==> src/rtl/mul_div_seq_pkg.sv <==
// Shared types and constants for the multi-cycle multiply/divide sequencer.
// The ALU opcodes here are also meant for the control-unit decoder.
package mul_div_pkg;

    localparam int unsigned WIDTH  = 16;
    localparam int unsigned ITER_W = 5;
    localparam int unsigned OPER_W = 6;

    typedef enum logic [1:0] {
        IDLE = 2'd0,
        MUL  = 2'd1,
        DIV  = 2'd2,
        DONE = 2'd3
    } state_t;

    localparam logic [OPER_W-1:0] OP_ADD = 6'b010000;
    localparam logic [OPER_W-1:0] OP_SUB = 6'b011000;
    localparam logic [OPER_W-1:0] OP_NOP = 6'b000000;

    localparam logic OP_MULU = 1'b0;
    localparam logic OP_DIVU = 1'b1;

endpackage

==> src/rtl/mul_div_seq_if.sv <==
// Request/result bundle between the execute stage and the mul/div sequencer.
interface mul_div_seq_if;
    import mul_div_pkg::*;

    logic             start;
    logic             op;
    logic [WIDTH-1:0] a;
    logic [WIDTH-1:0] b;
    logic             busy;
    logic             done;
    logic [WIDTH-1:0] res_lo;
    logic [WIDTH-1:0] res_hi;
    logic             dz;

    modport master (output start, op, a, b,
                    input  busy, done, res_lo, res_hi, dz);
    modport slave  (input  start, op, a, b,
                    output busy, done, res_lo, res_hi, dz);
endinterface

==> src/rtl/mul_div_seq.sv <==
// Unsigned 16x16 shift-add multiply and 16/16 restoring divide, one bit per
// cycle, borrowing the execute-stage ALU adder/subtractor for every iteration.
module mul_div_seq
    import mul_div_pkg::*;
(
    input  logic              clk,
    input  logic              rst,
    mul_div_seq_if.slave      bus,
    output logic [WIDTH-1:0]  alu_a,
    output logic [WIDTH-1:0]  alu_b,
    output logic [OPER_W-1:0] alu_oper,
    output logic              alu_wb,
    output logic              alu_cfi,
    input  logic [WIDTH-1:0]  alu_q,
    input  logic              alu_cf
);

    state_t state, state_nx;

    // opnd: multiplicand or divisor; hi/lo: {P_hi,P_lo} for MUL, {R,Q} for DIV
    logic [WIDTH-1:0]  opnd;
    logic [WIDTH-1:0]  hi;
    logic [WIDTH-1:0]  lo;
    logic [ITER_W-1:0] cnt;
    logic [WIDTH-1:0]  res_lo_q;
    logic [WIDTH-1:0]  res_hi_q;
    logic              dz_q;

    logic              accept;
    logic              div_zero;
    logic              last;
    logic [WIDTH-1:0]  div_s;
    logic              qbit;
    logic [WIDTH-1:0]  mul_hi_nx;
    logic [WIDTH-1:0]  mul_lo_nx;
    logic [WIDTH-1:0]  div_r_nx;
    logic [WIDTH-1:0]  div_q_nx;

    assign accept   = (state == IDLE) && bus.start;
    assign div_zero = (bus.op == OP_DIVU) && (bus.b == '0);
    assign last     = (cnt == ITER_W'(WIDTH - 1));

    // Iteration step; the ALU sum/difference is combinational in this cycle
    assign mul_hi_nx = lo[0] ? {alu_cf, alu_q[WIDTH-1:1]} : {1'b0, hi[WIDTH-1:1]};
    assign mul_lo_nx = lo[0] ? {alu_q[0], lo[WIDTH-1:1]}  : {hi[0], lo[WIDTH-1:1]};
    assign div_s     = {hi[WIDTH-2:0], lo[WIDTH-1]};
    // A set top bit means the shifted remainder exceeds 16 bits, so it always covers the divisor
    assign qbit      = hi[WIDTH-1] | ~alu_cf;
    assign div_r_nx  = qbit ? alu_q : div_s;
    assign div_q_nx  = {lo[WIDTH-2:0], qbit};

    always_ff @(posedge clk) begin
        if (rst) state <= IDLE;
        else     state <= state_nx;
    end

    always_comb begin
        state_nx = state;
        case (state)
            IDLE: begin
                if (bus.start) begin
                    if (bus.op == OP_MULU) state_nx = MUL;
                    else if (div_zero)     state_nx = DONE;
                    else                   state_nx = DIV;
                end
            end
            MUL:     if (last) state_nx = DONE;
            DIV:     if (last) state_nx = DONE;
            DONE:    state_nx = IDLE;
            default: state_nx = IDLE;
        endcase
    end

    always_comb begin
        bus.busy = (state != IDLE);
        bus.done = (state == DONE);
        alu_a    = '0;
        alu_b    = '0;
        alu_oper = OP_NOP;
        case (state)
            MUL: begin
                alu_a    = hi;
                alu_b    = opnd;
                alu_oper = OP_ADD;
            end
            DIV: begin
                alu_a    = div_s;
                alu_b    = opnd;
                alu_oper = OP_SUB;
            end
            default: ;
        endcase
    end

    assign alu_wb  = 1'b0;
    assign alu_cfi = 1'b0;

    always_ff @(posedge clk) begin
        if (rst) begin
            opnd     <= '0;
            hi       <= '0;
            lo       <= '0;
            cnt      <= '0;
            res_lo_q <= '0;
            res_hi_q <= '0;
            dz_q     <= 1'b0;
        end else begin
            case (state)
                IDLE: begin
                    if (accept) begin
                        dz_q <= div_zero;
                        cnt  <= '0;
                        if (div_zero) begin
                            res_lo_q <= '1;
                            res_hi_q <= bus.a;
                        end else begin
                            opnd <= (bus.op == OP_MULU) ? bus.a : bus.b;
                            hi   <= '0;
                            lo   <= (bus.op == OP_MULU) ? bus.b : bus.a;
                        end
                    end
                end
                MUL: begin
                    hi  <= mul_hi_nx;
                    lo  <= mul_lo_nx;
                    cnt <= cnt + ITER_W'(1);
                    if (last) begin
                        res_hi_q <= mul_hi_nx;
                        res_lo_q <= mul_lo_nx;
                    end
                end
                DIV: begin
                    hi  <= div_r_nx;
                    lo  <= div_q_nx;
                    cnt <= cnt + ITER_W'(1);
                    if (last) begin
                        res_hi_q <= div_r_nx;
                        res_lo_q <= div_q_nx;
                    end
                end
                default: ;
            endcase
        end
    end

    assign bus.res_lo = res_lo_q;
    assign bus.res_hi = res_hi_q;
    assign bus.dz     = dz_q;

endmodule

==> src/flat_wrapper.sv <==
// flat-port wrapper written by rule: the top's interface ports become plain ports
module mul_div_seq_flat import mul_div_pkg::*;
  (clk, rst, alu_a, alu_b, alu_oper, alu_wb, alu_cfi, alu_q, alu_cf, bus_start, bus_op, bus_a, bus_b, bus_busy, bus_done, bus_res_lo, bus_res_hi, bus_dz);
  mul_div_seq_if bus_i ();
  input  logic clk;
  input  logic rst;
  output logic [WIDTH-1:0] alu_a;
  output logic [WIDTH-1:0] alu_b;
  output logic [OPER_W-1:0] alu_oper;
  output logic alu_wb;
  output logic alu_cfi;
  input  logic [WIDTH-1:0] alu_q;
  input  logic alu_cf;
  input wire logic [$bits(bus_i.start)-1:0] bus_start;
  input wire logic [$bits(bus_i.op)-1:0] bus_op;
  input wire logic [$bits(bus_i.a)-1:0] bus_a;
  input wire logic [$bits(bus_i.b)-1:0] bus_b;
  output wire logic [$bits(bus_i.busy)-1:0] bus_busy;
  output wire logic [$bits(bus_i.done)-1:0] bus_done;
  output wire logic [$bits(bus_i.res_lo)-1:0] bus_res_lo;
  output wire logic [$bits(bus_i.res_hi)-1:0] bus_res_hi;
  output wire logic [$bits(bus_i.dz)-1:0] bus_dz;
  assign bus_i.start = bus_start;
  assign bus_i.op = bus_op;
  assign bus_i.a = bus_a;
  assign bus_i.b = bus_b;
  assign bus_busy = bus_i.busy;
  assign bus_done = bus_i.done;
  assign bus_res_lo = bus_i.res_lo;
  assign bus_res_hi = bus_i.res_hi;
  assign bus_dz = bus_i.dz;
  mul_div_seq u_core (.clk(clk), .rst(rst), .bus(bus_i), .alu_a(alu_a), .alu_b(alu_b), .alu_oper(alu_oper), .alu_wb(alu_wb), .alu_cfi(alu_cfi), .alu_q(alu_q), .alu_cf(alu_cf));
endmodule
==> config.mk <==
export PLATFORM = sky130hd
export DESIGN_NAME = mul_div_seq_flat
export DESIGN_NICKNAME = d
export VERILOG_FILES = /design/src/rtl/mul_div_seq_pkg.sv /design/src/rtl/mul_div_seq_if.sv /design/src/rtl/mul_div_seq.sv /design/src/flat_wrapper.sv
export SDC_FILE = /design/constraint.sdc
export NUM_CORES = 1
export LEC_CHECK = 0
export CORE_MARGIN = 4
export CORE_UTILIZATION = 46
export DETAILED_ROUTE_END_ITERATION = 10
export PLACE_DENSITY = 0.77
export REMOVE_ABC_BUFFERS = 1
export SYNTH_ARGS = -nofsm -noshare
export SYNTH_HDL_FRONTEND = slang
export SYNTH_SLANG_ARGS = --single-unit
==> constraint.sdc <==
create_clock -name clk -period 2 [get_ports clk]
set_input_delay 0.2 -clock clk [delete_from_list [all_inputs] [get_ports clk]]
set_output_delay 0.2 -clock clk [all_outputs]
set_load 0.02 [all_outputs]
==> impl_metrics.json, run 1 <==
{
  "status": "finished, final reports clean",
  "dieArea_sq_um": 13900,
  "synth-seq-cells": 88,
  "io_buffers": 121,
  "drc": 0,
  "antennaDiodeCount": 0,
  "hold_buffers": 0,
  "worst_r2r_startpoint": "u_core.cnt[0]$_SDFFE_PP0P_",
  "slowest_delay_ps": 370,
  "power_density_nw_per_um2": 1300,
  "track_usage": 0.225,
  "cts_buffer_depth": 2,
  "gp_congestion": 0.915,
  "synth.most_common_cell": "nand2_1",
  "yosysSeqAreaShare": 0.318,
  "post-route-min-period_ps": 1970,
  "setup_tns_ps": 0,
  "synth_cells": 661,
  "cts_buffers": 9,
  "synth_async_sr_flop_share": 0,
  "synthTopCellsByCount": "nand2_1, dfxtp_1, mux2i_1",
  "yosys.area.top_type": "dfxtp_1",
  "max_freq_mhz": 508,
  "wl_per_cell_microns": 17.7,
  "clkLatencyLatePin_ps": 340,
  "cp.arrival_ps": 2240,
  "worstPathRequired_ps": 2280,
  "cp-end-kind": "register",
  "ctsHtreeMaxLevel": 3,
  "synth_enable_flop_cells": 0,
  "crit_type": "reg2reg",
  "fp.dieW_microns": 118,
  "syn_area_sq_um": 5540,
  "ctsRootBufferMaster": "clkbuf_16",
  "fin_skew_ps": 7.04,
  "cts_tree": "built",
  "antenna_found_initial": 0,
  "drv_slew": 0,
  "synthTopCellsByArea": "dfxtp_1, mux2i_1, nand2_1",
  "synth_ff_type": "dfxtp_1",
  "finalCritPeriodShare": 0.985,
  "critPathLaunch": "u_core.cnt[0]$_SDFFE_PP0P_",
  "crit_path_top_delay_cell": "dfxtp_2",
  "peakVddDrop_v": 0.000776,
  "critPathMaxFanout": 5,
  "initial_utilization": 0.477,
  "syn_to_final_growth_pct": 34.5,
  "ys.warnings.count": 0,
  "ios": 128,
  "grt_remaining_overflow": 0,
  "drtAntennaViolNets": 0,
  "r2r_cells": 9,
  "post_drt_via_cell_ratio": 5.83,
  "min_path_type": "reg2reg",
  "first_pass_iters": 6,
  "dp_hpwl_mm": 11.8,
  "vias": 5447,
  "reg2reg_setup_slack_ps": 30,
  "routed_wl_mm": 16.6,
  "grt_max_degree": 51,
  "grt_pass1_wl_mm": 26.2,
  "nets": 848,
  "finalHoldViolCount": 0,
  "critPathCapture": "u_core.bus.res_hi[15]$_SDFFE_PP0P_",
  "finalSetupViolCount": 0,
  "startpoint_type": "register",
  "holdWs_ps": 459,
  "clk_pin_slew_ps": 60,
  "synthDistinctLibCells": 49,
  "fillers": 932,
  "worstPathCellList": "ha_4, and3_1, ha_2, o21bai_1, nand4_1, nor2_4, buf_12, buf_12, mux2i_1",
  "synth_area_per_cell_sq_um": 8.37,
  "first_global_vias": 5212,
  "core-area_sq_um": 11600,
  "reg2reg_to": "u_core.bus.res_hi[15]$_SDFFE_PP0P_",
  "rows": 39,
  "drive_gt1_frac": 0.193,
  "clkSinkCount": 88,
  "p_leak_nw": 2.82,
  "synth_top_area_share": 0.318,
  "cpMostUsedCell": "buf_12",
  "die_h_microns": 118,
  "initialDrtViolationCount": 515,
  "maxCapViolCount": 0
}
==> logic make-up (layout without fill, tap and decap cells) <==
group / count (synthesis) / in the layout / share of synthesized area
AND/OR/NAND/NOR: 264 / 265 / 0.231
AO/OA/AOI/OAI: 127 / 127 / 0.173
multiplexers: 97 / 97 / 0.182
flip-flops: 88 / 88 / 0.318
buffers and inverters: 77 / 201 / 0.0791
adder cells (fa/ha/maj): 7 / 7 / 0.0158
other: 1 / 6 / 0.000677
==> cell type report <==
| cell class | count | area, sq um | share of cell area |
|---|---|---|---|
| tap | 143 | 179 | 0.0240 |
| timing repair buffer | 177 | 1730 | 0.233 |
| clock inverter | 4 | 47.5 | 0.00639 |
| sequential | 88 | 1760 | 0.237 |
| multi-input combinational | 502 | 3450 | 0.463 |
| clock buffer | 10 | 229 | 0.0308 |
| inverter | 10 | 41.3 | 0.00555 |
==> registers in the layout (all words and copies together) (netlist names) <==
register           cells
u_core.bus.res_hi     16
u_core.opnd           16
u_core.lo             16
u_core.cnt             5
u_core.state           2
u_core.bus.dz          1
u_core.hi             16
u_core.bus.res_lo     16
==> where the power goes <==
part / leakage (nW) / total [mW] / internal [mW] / switching [mW]
sequential: 0.719 / 2.53 / 2.20 / 0.333
clock: 0.134 / 1.63 / 0.950 / 0.676
combinational: 1.96 / 5.54 / 2.40 / 3.14
total: 2.82 / 9.70 / 5.56 / 4.15
==> critical path: cells and delay by family (launching register included) <==
family	cells	cell delay, ps
adders and majority gates	2	340
DFF	1	370
buffers and inverters	2	250
AOI/OAI and AO/OA	1	130
muxes	1	170
and+or+nand+nor	3	630
==> per-layer routing <==
metal  wire length, microns  up-vias  GRT usage
li1                       -     2596          -
met1                   7170     2556      0.298
met3                   1090       41     0.0384
met2                   7800      254      0.366
met4                    506        0     0.0886
met5                      0        -          0
==> cells in the final DEF, fill, tap and decap left out, drive strengths merged, types with 4 or more instances in the layout <==
cell | Yosys | final
a21oi | 23 | 23
a22oi | 30 | 30
and2 | 17 | 17
buf | 29 | 64
clkbuf | 33 | 18
clkdlybuf4s15 | 0 | 9
clkdlybuf4s50 | 1 | 86
conb | 1 | 6
dfxtp | 88 | 88
dlygate4sd2 | 0 | 10
ha | 7 | 7
inv | 9 | 9
mux2 | 30 | 30
mux2i | 67 | 67
nand2 | 135 | 135
nand3 | 20 | 21
nand4b | 17 | 17
nor2 | 55 | 55
nor3 | 5 | 5
nor4 | 5 | 5
o211ai | 4 | 4
o21ai | 33 | 33
o221ai | 15 | 15
o32ai | 15 | 15
==> repair_timing <==
item	4_1_cts	5_1_grt
gates cloned	0	4
pin swaps	0	4
resized for setup	69	41
endpoints found under the setup margin	49	66
buffers inserted	2	2
==> worst min-delay path by stage <==
stage                                     start                          end  slack [ps]  cells after the start
floorplan                                   rst   u_core.cnt[1]$_SDFFE_PP0P_         270                      1
finish               u_core.cnt[4]$_SDFFE_PP0P_   u_core.cnt[4]$_SDFFE_PP0P_         460                      2
detailed placement   u_core.cnt[4]$_SDFFE_PP0P_   u_core.cnt[4]$_SDFFE_PP0P_         450                      2
CTS                  u_core.cnt[4]$_SDFFE_PP0P_   u_core.cnt[4]$_SDFFE_PP0P_         460                      2
global route        u_core.opnd[3]$_SDFFE_PP0P_  u_core.opnd[3]$_SDFFE_PP0P_         480                      2
global placement     u_core.cnt[4]$_SDFFE_PP0P_   u_core.cnt[4]$_SDFFE_PP0P_         440                      2
==> through the flow <==
stage	total power, mW	worst slack, ps	util	instances	instance area, sq um
floorplan	5.40	-1430	-	599	5150
global placement	7.56	-94.6	0.607	912	7040
detailed placement	7.69	-165	0.607	912	7040
CTS	9.37	-37.2	0.635	928	7370
global route	10.2	-15.3	0.641	934	7440
finish	9.70	30.4	0.641	934	7440
Note: power is estimated with default switching activity, not from simulation.
==> run 2, diff against run 1 <==
Settings changed: SLEW_MARGIN set to 10.
==> results of run 2 <==
Final layout, timing and power as in run 1 (identical DEF).
==> run 3, diff against run 2 <==
Settings changed: ABC_AREA set to 1, PLACE_DENSITY 0.77 to 0.78.
==> run 3 against run 2 <==
  * Fmax rose by 2.3%
  * Power rose by 23%
  * Critical path depth shrank 3
  * Clock-buffer cell count stayed put
  * Global-route usage up 2.2 points
  * Critical endpoint is now alu_a[3]
  * Cell count is 28% higher
  * Cell area down 5.2%
==> impl_metrics.json, run 3 <==
{
  "synth_enable_flop_cells": 0,
  "track_usage": 0.248,
  "dp_hpwl_mm": 11.9,
  "ctsHtreeMaxLevel": 3,
  "fin_util": 0.613,
  "final_common_cell": "nand2_1",
  "cp.arrival_ps": 1730,
  "cts_buffers": 9,
  "synth-seq-cells": 88,
  "first_global_vias": 5474,
  "yosys.area.top_type": "dfxtp_1",
  "finalHoldViolCount": 0,
  "power_density_nw_per_um2": 1680,
  "synth_area_per_cell_sq_um": 5.80,
  "dp_cells": 1179,
  "synth_async_sr_flop_share": 0,
  "worst_r2r_startpoint": "u_core.state[0]$_SDFFE_PP0P_",
  "synth.most_common_cell": "nand2_1",
  "io_buffers": 121,
  "synthTopCellsByCount": "nand2_1, nor2_1, dfxtp_1",
  "initialDrtViolationCount": 497,
  "placed_area_sq_um": 6920,
  "nets": 1107,
  "post-route-min-period_ps": 1930,
  "syn_area_sq_um": 5460,
  "drc": 0,
  "finalCritPeriodShare": 0.963,
  "multi_input_area_sq_um": 3060,
  "yosysSeqAreaShare": 0.323,
  "finalSetupViolCount": 0,
  "fp.dieW_microns": 117,
  "total_power_mw": 11.9,
  "startpoint_type": "register",
  "synth_cells": 941,
  "synthTopCellsByArea": "dfxtp_1, nand2_1, nor2_1",
  "rsz0062_at_grt": "yes",
  "relSlewSlack": 0.657,
  "grt_max_degree": 41,
  "core-area_sq_um": 11500,
  "worstPathRequired_ps": 1800,
  "crit_type": "reg2out",
  "grt_remaining_overflow": 0,
  "drtAntennaViolNets": 0,
  "final_area_sq_um": 7060,
  "maxCapViolCount": 0,
  "regArea_sq_um": 1760,
  "gp_congestion": 0.881,
  "antennaDiodeCount": 0,
  "peakVddDrop_v": 0.000928,
  "synth_top_area_share": 0.323,
  "clkLatencyLatePin_ps": 340,
  "ios": 128,
  "vias": 6049,
  "clkSinkCount": 88,
  "routed_wl_mm": 16.8,
  "clk_pin_slew_ps": 60,
  "min_path_type": "in2reg",
  "p_leak_nw": 3.61,
  "synth_ff_type": "dfxtp_1",
  "first_pass_iters": 5,
  "max_freq_mhz": 519,
  "post_drt_via_cell_ratio": 5.07,
  "synthDistinctLibCells": 27,
  "cts_buffer_depth": 2,
  "hold_buffers": 0,
  "critPathMaxFanout": 8,
  "antenna_found_initial": 0,
  "cp-end-kind": "primary output",
  "drv_slew": 0,
  "fin_skew_ps": 10.8,
  "initial_utilization": 0.474,
  "fin_cells": 1194,
  "cts_tree": "built",
  "dieArea_sq_um": 13700,
  "status": "finished, final reports clean",
  "ctsRootBufferMaster": "clkbuf_16",
  "rows": 39,
  "drive_gt1_frac": 0.0942,
  "die_h_microns": 117,
  "ys.warnings.count": 0,
  "tightest_slew_ps": 514,
  "syn_to_final_growth_pct": 29.3,
  "grt_pass1_wl_mm": 27.0,
  "critPathLaunch": "u_core.state[0]$_SDFFE_PP0P_",
  "wl_per_cell_microns": 14.1,
  "layout_common_cells": "nand2_1, nor2_1, clkdlybuf4s50_1",
  "min_from": "rst",
  "fillers": 1131
}
run 3: cells by family (layout without fill, tap and decap cells):
kind of cell,count (synthesis),count (layout),synth area share
adders and majority gates,7,7,0.0160
other,1,6,0.000687
buffers and inverters,154,259,0.121
xor gates and xnor gates,1,1,0.00160
AOI/OAI and AO/OA,157,157,0.145
and+or+nand+nor,533,533,0.394
DFF,88,88,0.323
run 3: what timing repair did:
item,in CTS,in global routing
setup buffers,0,0
cloned,0,0
endpoints found under the setup margin,34,43
pin swaps,0,0
gates resized for setup,91,26
run 3: worst max-delay path, stage by stage (launching register included):
cell     delay (ps)
dfxtp_2         350
inv_1            90
ha_2            360
inv_1            80
buf_4           170
a21oi_1         150
buf_2           190
run 3: worst paths after layout:
kind                                             to  slack [ps]  cells after the start
setup / recovery                           alu_a[3]          70                      6
hold / removal         u_core.state[1]$_SDFFE_PP0P_         470                      2
setup reg to reg         u_core.lo[14]$_SDFFE_PP0P_         140                      9
hold reg to reg   u_core.bus.res_lo[5]$_SDFFE_PP0P_         480                      2
run 3: final cells by class:
type,count,share of cell area
Multi-Input combinational cell,704,0.434
Clock inverter,5,0.00585
Clock buffer,10,0.0339
Timing Repair Buffer,156,0.204
Inverter,88,0.0468
Sequential cell,88,0.250
Tap cell,143,0.0253
run 3: layer usage:
layer	GRT usage	wire length, microns
met5	0	0
met4	0.0719	341
met3	0.0478	1300
met2	0.392	7470
met1	0.344	7710
run 3: metrics by stage:
stage / hold slack, ps / worst slack, ps / TNS (ps)
floorplan: 279 / -1280 / -59910
global placement: 463 / 59.9 / 0
detailed placement: 467 / -41.4 / -61.1
CTS: 472 / 0.621 / 0
global route: 480 / -11.8 / -11.8
finish: 470 / 74.5 / 0
run 3: where the power goes:
part	leakage, nW	internal, mW	switching (mW)
registers	0.726	2.44	0.435
clock network	0.131	0.879	0.751
logic	2.76	2.94	4.44
